$ cat src/rtl/thermometer_serial_decoder.sv
// Serial-in thermometer decoder: W-bit codeword LSB first -> K-bit value + bubble flag.
// THERMO_BUBBLE_CORRECT_EN: q = total ones count; otherwise q = leading-ones count.
module thermometer_serial_decoder #(
  parameter int K = 7,
  parameter int W = 2**K-1
) (
  input  logic         clk,
  input  logic         rst,
  input  logic         start,
  input  logic         din,
  input  logic         din_valid,
  output logic [K-1:0] q,
  output logic         q_valid,
  output logic         busy,
  output logic         err
);

  typedef enum logic [1:0] {IDLE, SHIFT, DONE} state_t;

  state_t       state, state_nx;
  logic [K-1:0] bitcnt, onescnt, leadcnt;
  logic         seen_zero, bubble;
  logic         take, last;
  logic [K-1:0] ones_nx, lead_nx, q_sel;
  logic         bubble_nx;

  assign take = (state == SHIFT) && din_valid;
  assign last = take && (bitcnt == K'(W-1));
  assign busy = (state == SHIFT);

  // Counter values including the bit being accepted, so the final bit lands in q directly.
  assign ones_nx   = onescnt + K'(din);
  assign lead_nx   = leadcnt + K'(din & ~seen_zero);
  assign bubble_nx = bubble | (din & seen_zero);

`ifdef THERMO_BUBBLE_CORRECT_EN
  assign q_sel = ones_nx;
`else
  assign q_sel = lead_nx;
`endif

  always_comb begin
    state_nx = state;
    case (state)
      IDLE:    if (start) state_nx = SHIFT;
      SHIFT:   if (last)  state_nx = DONE;
      DONE:    state_nx = IDLE;
      default: state_nx = IDLE;
    endcase
  end

  always_ff @(posedge clk) begin
    if (rst) begin
      state     <= IDLE;
      bitcnt    <= '0;
      onescnt   <= '0;
      leadcnt   <= '0;
      seen_zero <= 1'b0;
      bubble    <= 1'b0;
      q         <= '0;
      q_valid   <= 1'b0;
      err       <= 1'b0;
    end else begin
      state   <= state_nx;
      q_valid <= last;
      if (state == IDLE && start) begin
        bitcnt    <= '0;
        onescnt   <= '0;
        leadcnt   <= '0;
        seen_zero <= 1'b0;
        bubble    <= 1'b0;
      end else if (take) begin
        bitcnt    <= bitcnt + K'(1);
        onescnt   <= ones_nx;
        leadcnt   <= lead_nx;
        seen_zero <= seen_zero | ~din;
        bubble    <= bubble_nx;
      end
      if (last) begin
        q   <= q_sel;
        err <= bubble_nx;
      end
    end
  end

endmodule

$ cat config.mk
export PLATFORM = sky130hd
export DESIGN_NAME = thermometer_serial_decoder
export DESIGN_NICKNAME = d
export VERILOG_FILES = /design/src/rtl/thermometer_serial_decoder.sv
export SDC_FILE = /design/constraint.sdc
export NUM_CORES = 1
export LEC_CHECK = 0
export CAP_MARGIN = 10
export CELL_PAD_IN_SITES_DETAIL_PLACEMENT = 1
export CELL_PAD_IN_SITES_GLOBAL_PLACEMENT = 2
export CORE_AREA = 2 2 54 81
export CTS_CLUSTER_SIZE = 25
export DETAILED_ROUTE_END_ITERATION = 7
export DIE_AREA = 0 0 56 83
export GPL_ROUTABILITY_DRIVEN = 0
export PLACE_DENSITY = 0.78
export SLEW_MARGIN = 20
export SYNTH_ARGS = -nofsm -noshare
export SYNTH_HDL_FRONTEND = slang
export SYNTH_SLANG_ARGS = --single-unit
$ cat constraint.sdc
create_clock -name clk -period 1.79 [get_ports clk]
set_input_delay 0.2685 -clock clk [delete_from_list [all_inputs] [get_ports clk]]
set_output_delay 0.2685 -clock clk [all_outputs]
set_load 0.1 [all_outputs]
-- Word level (Yosys, flattened, before mapping)
Index checks and enable logic that the tools add are counted.
- flip-flop bits (word level): 27
- bits of input ports: 5
- logic and storage cells: 29
- add/subtract/negate cells: 2
- equality and inequality tests: 4
- multiplexer cells: 3
- bitwise gates (word level): 6
- reductions and logical operators: 6
- operator list (kind ; number):
    $add 7x1->7 const B ; 1
    $add 7x7->7 ; 1
    $and 1x7->7 ; 1
    $eq 7x7->1 const B ; 1
    $not 1->7 ; 1
    $mux 2 ; 2
    $pmux 2 s2 ; 1
    $logic_and 1x1->1 ; 3
    $eq 2x1->1 const B ; 1
    $logic_not 2->1 ; 1
    $ne 2x1->1 const B ; 1
    $ne 2x2->1 const B ; 1
    $or 1x1->1 ; 2
    $reduce_and 2->1 ; 1
    $reduce_or 2->1 ; 1
    $and 1x1->1 ; 1
    $not 1->1 ; 1

-- Longest topological paths before layout
Gate-level depths: netlist of the first run.
- word-level depth: 5
- mapped depth: 7
- gate-level depth less buffers: 7

-- Worst setup path after synthesis of the first run
OpenSTA, ideal clock, no wires.
- path kind: reg2reg
- start point: register state[0]
- end point: register state[0]
- library setup time: 72 ps
- arrival: 2168 ps
- path slack: -450 ps
- stages on the path, launching flop included: 4
- buffers on the path: 0
- path through: dfxtp_1 > nor2b_1 > o31ai_1 > a21oi_1
- word-level cells in the longest chain between the ends: 5
- RTL lines (element ; line ; RTL):
    from (decl) ; 20 ; state_t state, state_nx;
    from (signal assigned) ; 64 ; state <= state_nx;
    $eq 2x1->1 (*) ; - ;
    named net busy ; 14 ; output logic busy,
    $logic_and 1x1->1 ; 27 ; assign take = (state == SHIFT) && din_valid;
    $logic_and 1x1->1 ; 28 ; assign last = take && (bitcnt == K'(W-1));
    $ne 2x1->1 (no source line) ; - ;
    $reduce_and 2->1 (no source line) ; - ;
The timed path passes the listed nets; every way through them passes the cells marked *.
A chain may end at the register's enable or synchronous reset.

-- Final worst setup path of the first run
- start point: input port din
- end point: register leadcnt[4]
- word-level cells in the longest chain between the ends: 2
- RTL lines (element ; line ; RTL):
    from (decl) ; 10 ; input logic din,
    $and 1x7->7 ; 33 ; assign lead_nx = leadcnt + K'(din & ~seen_zero);
    $add 7x7->7 ; 33 ;
    to (signal assigned) ; 75 ; leadcnt <= lead_nx;
    to (decl) ; 21 ; logic [K-1:0] bitcnt, onescnt, leadcnt;
Every way passes these cells.

==> results of run 1 <==
[worst paths after layout]
| kind | to | slack [ns] | depth (start not counted) | startpoint |
|---|---|---|---|---|
| max | leadcnt[4]$_SDFFE_PP0P_ | 0.06 | 9 | din |
| min | leadcnt[0]$_SDFFE_PP0P_ | 0.48 | 2 | leadcnt[0]$_SDFFE_PP0P_ |
| max reg2reg | leadcnt[4]$_SDFFE_PP0P_ | 0.22 | 7 | seen_zero$_SDFFE_PP0P_ |
| min reg2reg | leadcnt[0]$_SDFFE_PP0P_ | 0.48 | 2 | leadcnt[0]$_SDFFE_PP0P_ |
[routing by layer]
layer  part of all wire [%]  routed length (um)
met1                     38                1296
met4                    1.5                  51
met5                      0                   0
met3                    1.3                  44
met2                     59                1979
[cells by family (layout without fill, tap and decap cells)]
kind of cell | count (synthesis) | count (layout)
AOI/OAI and AO/OA | 46 | 46
DFF | 27 | 27
adders and majority gates | 4 | 4
xor gates and xnor gates | 4 | 4
and+or+nand+nor | 47 | 47
buffers and inverters | 11 | 36
[state kept, by name (all words and copies together) (netlist names)]
signal,cells
err,1
q,7
leadcnt,7
bitcnt,7
state,2
seen_zero,1
bubble,1
q_valid,1
[power by group]
group	internal, mW	switching [mW]	total [mW]
sequential	0.605	0.00643	0.612
clock	0.158	0.198	0.356
combinational	0.0369	0.0532	0.0901
[cells in the final DEF (no fill, tap or decap), types with 3 or more instances in the layout]
cell type and count:
dfxtp_1 27, buf_4 23, a21oi_1 16, nand2_1 13, o21ai_0 7, or3_1 7, a31oi_1 7, nor2_1 6
o31ai_1 6, a211oi_1 5, clkdlybuf4s50_1 4, inv_1 3, or4_1 3, xor2_1 3, clkbuf_8 3
[final cells by class]
class,instances,area (um^2),area share [%]
sequential,27,540.5,34.02
multi-input combinational,101,688.2,43.31
timing repair buffer,29,244.0,15.35
tap,45,56.30,3.543
clock inverter,1,7.507,0.4724
clock buffer,3,41.29,2.598
inverter,3,11.26,0.7087
[through the flow]
| stage | total power [mW] | setup TNS (ns) | utilization [%] |
|---|---|---|---|
| 2_1_floorplan | 0.6695 | 0 | - |
| 3_3_place_gp | 0.7108 | -1.297 | 37.69 |
| 3_5_place_dp | 0.7145 | -1.851 | 37.69 |
| 4_1_cts | 1.073 | 0 | 39.86 |
| 5_1_grt | 1.107 | -0.02977 | 40.50 |
| 6_report | 1.058 | 0 | 40.50 |
[repair_timing]
item / 4_1_cts / 5_1_grt
gates resized for setup: 8 / 4
hold endpoints to repair: 0 / 0
pin swaps: 4 / 4
endpoints found under the setup margin: 1 / 5
[worst reg2reg max path, cell delays in order, from the launching register on]
cell     delay (ns)
dfxtp_1        0.35
nor2_1         0.12
ha_2           0.22
ha_4           0.16
nand3_4        0.08
buf_6          0.14
or3_1          0.30
a21oi_1        0.12
==> impl.org, run 1 <==
** Die
- Starting density of the core :: 30.99%
- Die Wd :: between 50 and 60 um
- Placeable core region :: 0.003924 mm^2
- The die covers roughly 0.0046 mm^2.
- Measured along the y axis, the die boundary spans around 83 um.
- I/O pins :: 15
- In this run the core area contains 28 standard-cell rows.

** Min path
- Path class of the lowest-slack min-delay path :: reg2reg

** Critical path
- STA classifies the critical path startpoint as an input pin.
- Required time at the worst-slack endpoint :: around 2.0 ns
- Of all nets on the critical path, the largest fanout is 4.
- Top delay family on crit path :: buffers and inverters
- Largest incremental delay on the critical path :: around 0.48 ns
- Endpoint arrival time on the critical path :: 1.94 ns
- The worst setup path is captured at a flop.
- The number of buffers and inverters on the critical path is 3.
- On the critical path, the stage with the largest delay is an instance of clkdlybuf4s50_1.
- The signal on the critical path passes through clkdlybuf4s50_1 > inv_1 > nor2_1 > ha_2 > ha_4 > nand3_4 > buf_6 > or3_1 > a21oi_1.
- Worst Path Class, Setup :: in2reg

** Placed design
- Summing all placed instances gives a cell area of ~0.0015 mm^2.
- Number of buffers added on ports :: 14
- Once detailed placement completed, the half-perimeter wirelength came to between 2000 and 3000 um.
- Post-placement worst setup slack :: -0.3339 ns
- Counting tap cells, the placed design contains a total of 205 instances.

** Timing
- Crit share post-route :: a little over nine tenths
- Headroom to the max-slew limit came out at approximately three quarters.
- Once routing completed, OpenROAD measured the worst setup slack at 0.05721 ns.
- Setup repair after global routing missed its margin :: yes
- Pin slew with the least headroom to its limit :: around 0.35 ns
- Final worst hold slack :: approximately 0.48 ns
- Number of failing setup endpoints in the final timing report :: 0
- The clock arrives with 0.009039 ns of skew.
- The number of max-slew violations in the final report was 0.
- For this run, the top clock speed supported by timing is between 500 and 600 MHz.
- The worst path needs ~1.7 ns of the cycle, external delays included.
- Hold Vio Cnt, Final :: 0

** Synth
- Synthesis produced a netlist whose cell count is 139.
- The commonest cells after synthesis are dfxtp_1, a21oi_1, nand2_1.
- Leading cell types by total area after synthesis :: dfxtp_1, a21oi_1, o31ai_1
- Sequential area share after synthesis :: about 44%
- The synthesized design devotes to its leading area cell type about 44% of total area.
- Share of cell area taken by muxes after synthesis :: 0%
- For this run, asynchronously set or reset flops after synthesis account for 0%.
- Cell variety after synth :: 31
- When the netlist entered floorplanning its net count stood at ~150.
- Dominant cell by count in the synthesized netlist :: dfxtp_1
- Post-synthesis cell type with the largest combined area :: dfxtp_1
- The synthesized design contains 0 enable-type register cells.
- After synthesis the netlist holds a flip-flop and latch count of 27.
- After Yosys synthesis, XOR and XNOR cells account for a little under 3% of the synthesized area.
- Simple-Gate Fraction of Synth Area :: 21.71%
- Number of warnings reported in the yosys synthesis log :: 0
- Largest family of logic cells by synthesized area :: compound AO/OA/AOI/OAI gates
- Most instantiated flip-flop cell in the synthesis netlist :: dfxtp_1
- Synthesized cell area :: about 0.0012 mm^2
- Adder-cell share of the synthesized area :: ~4.1%
- Each instance of the synthesized netlist takes up on average about 8.7 um^2.
- Summing the areas of all compound-gate instances in the mapped netlist gives between 20% and 30% of the synthesized area.

** Final layout
- Cells with a size suffix above 1 make up about a quarter of the layout.
- The filler cells instantiated in the layout total between 400 and 500.
- Post-route standard cell area excluding fillers :: between 0.0015 and 0.002 mm^2
- Number of non-filler instances in the completed layout :: 209
- Area Overhead vs Synth :: 30.66%
- Diodes inserted :: 0
- At the end of the flow, the number of nets in the layout was 174.

** Global route
- Global routing used between 10% and 20% of the available tracks.
- Entering global routing, the biggest net connects 17 pins.
- Met1 global-route usage :: between 10% and 20%
- Most used routing layer :: met2
- Wire length of the first global-routing pass :: roughly 5500 um
- Vias in the first global route :: roughly 1200
- Met2 track demand over resource in global routing :: between 20% and 30%
- Leftover overflow at the end of global routing :: 0
- Met3 GRT Util :: between 1.5 and 2%
- Initial antenna violation count :: 0

** Clock network
- CTS built an H-tree with a depth of 1.
- CTS saw 27 sinks.
- Clock latency on the worst-skew pair, taken at its later pin, is 0.27 ns.
- Clock transition time at the flip-flop clock pins of the worst setup and hold paths :: ~0.090 ns
- TritonCTS clock tree :: built
- The tree is rooted in a clkbuf_8.
- Post-CTS timing repair inserted 0 buffers for setup.
- The clock passes through at most 2 buffers.
- Post-CTS Hold Buffers :: 0
- Counting the buffers created by CTS gives 3.

** Routing
- Dividing the detail-routed via count by the number of cells gives 5.455.
- After detailed routing, the number of remaining DRC violations is 0.
- Before antenna repair, the detailed router went through 4 iterations.
- Across all layers, the routed design uses 1140 vias.
- The routed design has ~3400 um of wire.
- Once detail routing completed, the nets flagged for antenna violations numbered 0.
- The first routing iteration left 40 violations.
- Dividing the detail-routed wire length by the instance count gives around 16 um.

** Pwr
- P_leak :: ~0.53 nW
- Areal power density over the cells :: ~670 mW/mm^2
- IR analysis of the VDD net gives a maximum drop of 0.0003603 V.

** Flow run
- Maxcap violations :: 0

** Outcome
- Status :: finished, final reports clean
No activity file was read; power rests on OpenSTA's default activity.
==> run 2, diff against run 1 <==
--- a/config.mk
+++ b/config.mk
@@ -6,14 +6,12 @@
 export NUM_CORES = 1
 export LEC_CHECK = 0
 export CAP_MARGIN = 10
-export CELL_PAD_IN_SITES_DETAIL_PLACEMENT = 1
-export CELL_PAD_IN_SITES_GLOBAL_PLACEMENT = 2
-export CORE_AREA = 2 2 54 81
+export CORE_AREA = 2 2 52 78
 export CTS_CLUSTER_SIZE = 25
 export DETAILED_ROUTE_END_ITERATION = 7
-export DIE_AREA = 0 0 56 83
+export DIE_AREA = 0 0 54 80
 export GPL_ROUTABILITY_DRIVEN = 0
-export PLACE_DENSITY = 0.78
+export PLACE_DENSITY = 0.57
 export SLEW_MARGIN = 20
 export SYNTH_ARGS = -nofsm -noshare
 export SYNTH_HDL_FRONTEND = slang
==> impl.org, run 2 (synthesized netlist as in run 1, its figures left out) <==
** Global route
- Vias in the first global route :: 1043 (-16%)
- The wire length of the first global-routing pass came to 4402 um (-20%).
- The aggregate global-route resource usage came to 13.74% (-1.3 points).
- The maximum number of pins on one net before global-route repair came to 17 (unchanged).
- The initial antenna violation count was 0 (unchanged).
- Leftover overflow at the end of global routing :: 0 (unchanged)

** Timing
- Slew margin rel. :: 61.59% (-15 points)
- The worst path setup slack after routing is 0.04762 ns (-0.009584 ns).
- Pin slew with the least headroom to its limit :: 0.5762 ns (+0.2283 ns)
- Time the worst path needs with I/O delays and setup :: 1.742 ns (+0.009584 ns)
- The ratio of final minimum period to clock period is 97.34% (+0.54 points).
- Max Transition Viols Final :: 0 (unchanged)
- Number of failing setup endpoints in the final timing report :: 0 (unchanged)
- Hold Vio Cnt, Final :: 0 (unchanged)
- Setup repair after global routing could not meet its margin everywhere.
- Maximum clock frequency :: 573.9 MHz (-0.55%)
- The largest clock skew in the final design is 0.002667 ns (-0.006371 ns).

** Routing
- Via/cell ratio :: 5.529 (+1.4%)
- The number of DRC violations after detailed routing is 0 (unchanged).
- Per-cell routed wire length :: 13.57 um (-16%)
- First-iteration detailed-routing DRC count :: 19 (-53%)
- The post-detailed-route count of antenna-violating nets came to 0 (unchanged).
- Sum of routed wire length over all layers :: 2769 um (-18%)
- First-pass iteration count of the detailed router :: 4 (unchanged)
- The overall via count from detail_route is 1128 (-1.1%).

** Clock network
- The register clock-pin slew on the reported worst setup and hold paths came to 0.09 ns (about the same).
- Post-CTS Hold Buffers :: 0 (unchanged)
- The clock sink total is 27 (unchanged).
- Total of cells resized after clock tree synthesis :: 0 (-8)
- The number of setup buffers added after CTS came to 0 (unchanged).
- Root buf cell :: clkbuf_8
- The H-tree depth came to 1 (unchanged).
- TritonCTS built the clock tree.
- The number of CTS-inserted buffers came to 3 (unchanged).
- Clk_lat worst skew :: 0.27 ns (about the same)
- Maximum clock path buffer count :: 2 (unchanged)

** Pwr
- The proportion of power drawn by flip-flops and latches was 58.4% (+0.6 points).
- Part of the total power dissipated in the clock network :: 33.6% (about the same)
- The standby leakage power was 0.5152 nW (-3.4%).
- Worst vdd ir :: 0.0002971 V (-18%)
- Power, Total :: 1.047 mW (-1.1%)
- Comb power frac :: 8.0% (-0.5 points)
- Areal power density over the cells :: 689.7 mW/mm^2 (+3.6%)
- Switching power summed over all nets :: 0.2484 mW (-3.7%)
- Net switching share of the total power :: 23.73% (-0.65 points)
- Internal Power :: 0.7983 mW (-0.21%)

** Final layout
- The share of layout cells above drive strength 1 is 18.63% (-5.8 points).
- The finished layout cell area is 0.001518 mm^2 (-4.5%).
- The library cell used most frequently in the layout, excluding fill and tap cells, is dfxtp_1.
- The number of nets in the layout was 171 (-1.7%).
- In the layout the commonest cells are dfxtp_1, buf_4, a21oi_1.
- Diodes inserted :: 0 (unchanged)
- The largest registers in the layout are bitcnt x7, leadcnt x7, q x7.
- Relative to the synthesized area, the layout overhead comes to 24.79%.

** Die
- The horizontal die dimension is 54 um (-3.6%).
- The I/O pin total was 15 (unchanged).
- Total Die Area :: 0.004320 mm^2 (-7.1%)
- The number of standard-cell rows in the floorplan came to 27 (-3.6%).
- Placeable core region :: 0.003649 mm^2 (-7.0%)
- The height of the die is 80 um (-3.6%).
- The effective utilization at floorplan was 33.33% (+2.3 points).

** Critical path
- CP endpoint kind :: flop
- STA classifies the critical path startpoint as an input pin.
- The worst reg-to-reg setup slack was 0.19 ns (-0.03 ns).
- The required time of the critical path was 2.00 ns (about the same).
- Startpoint of the most critical register-to-register path :: seen_zero$_SDFFE_PP0P_
- The buffer and inverter count on the worst path is 3 (unchanged).
- The largest individual stage delay along the critical path comes from the cell clkdlybuf4s50_1.
- Endpoint arrival time on the critical path :: 1.95 ns (about the same)
- Worst Path Max Fanout :: 4 (unchanged)
- The most critical setup path has its startpoint at din.
- Crit path cell chain :: clkdlybuf4s50_1 > inv_1 > nor2_1 > ha_2 > ha_4 > nand3_1 > buf_4 > or3_1 > a21oi_2
- Largest incremental delay on the critical path :: 0.47 ns (about the same)
- The critical path in this run is classified as in2reg.
- Grouping stages by cell kind, the critical path spends the most delay in buffers and inverters.

** Placed design
- The post-detailed-placement cell area is 0.001454 mm^2 (-1.7%).
- Post-placement worst setup slack :: -0.2448 ns (+0.08906 ns)
- Detailed-placement wirelength estimate :: 2065 um (-21%)
- Number of buffers added on ports :: 14 (unchanged)

** Min path
- Path class of the lowest-slack min-delay path :: reg2reg
- In this run the most critical hold path is launched from leadcnt[0]$_SDFFE_PP0P_.

** Flow run
- Maxcap violations :: 0 (unchanged)

** Outcome
- The flow ran to the end, and the final reports show no timing, DRC or antenna violations.
run 2: cell types whose count changed in the layout (fill, tap and decap cells not counted), moves of 2 or more:
cell,delta
a311oi_2,-2
nand3_1,+2
a311oi_1,+2
buf_4,-2
run 2: stage by stage:
stage	utilization, %	hold slack (ns)	cells	setup TNS [ns]
after floorplan	-	0.3470	139	0
after global routing	41.60	0.5136	204	-0.03452
after global placement	39.85	0.4493	200	-1.007
after detailed placement	39.85	0.4716	200	-1.224
final	41.60	0.4843	204	0
after CTS	41.08	0.4848	204	0
run 2: worst paths after layout:
| path | cells past startpoint | endpoint |
|---|---|---|
| setup / recovery | 9 | leadcnt[4]$_SDFFE_PP0P_ |
| hold reg to reg | 2 | leadcnt[0]$_SDFFE_PP0P_ |
| setup reg to reg | 7 | leadcnt[4]$_SDFFE_PP0P_ |
| hold / removal | 2 | leadcnt[0]$_SDFFE_PP0P_ |
run 2: layout make-up:
cell class	count	area, um^2
Clock buffer	4	45.04
Multi-Input combinational cell	101	649.4
Tap cell	43	53.80
Sequential cell	27	540.5
Timing Repair Buffer	26	217.7
Fill cell	384	2131
Inverter	3	11.26
run 2: power by group through the flow:
stage / Combinational [mW] / Clock, mW / Sequential [mW]
6_report: 0.0837 / 0.352 / 0.611
3_5_place_dp: 0.0819 / 0 / 0.625
5_1_grt: 0.0894 / 0.386 / 0.613
4_1_cts: 0.0822 / 0.362 / 0.611
2_1_floorplan: 0.0458 / 0 / 0.624
3_3_place_gp: 0.0800 / 0 / 0.625
run 2: worst register-to-register path: stages, from the launching register on:
cell and delay [ns]:
dfxtp_1 0.35, nor2_1 0.12, ha_2 0.21, ha_4 0.14, nand3_1 0.09, buf_4 0.17, or3_1 0.33, a21oi_2 0.13
run 2: metal layers:
| layer | part of all wire [%] | up-vias | global-route usage, % |
|---|---|---|---|
| li1 | - | 564 | - |
| met1 | 44 | 534 | 15.13 |
| met2 | 50 | 23 | 24.27 |
| met3 | 3.2 | 7 | 2.434 |
| met4 | 2.3 | 0 | 6.500 |
| met5 | 0 | - | 0 |
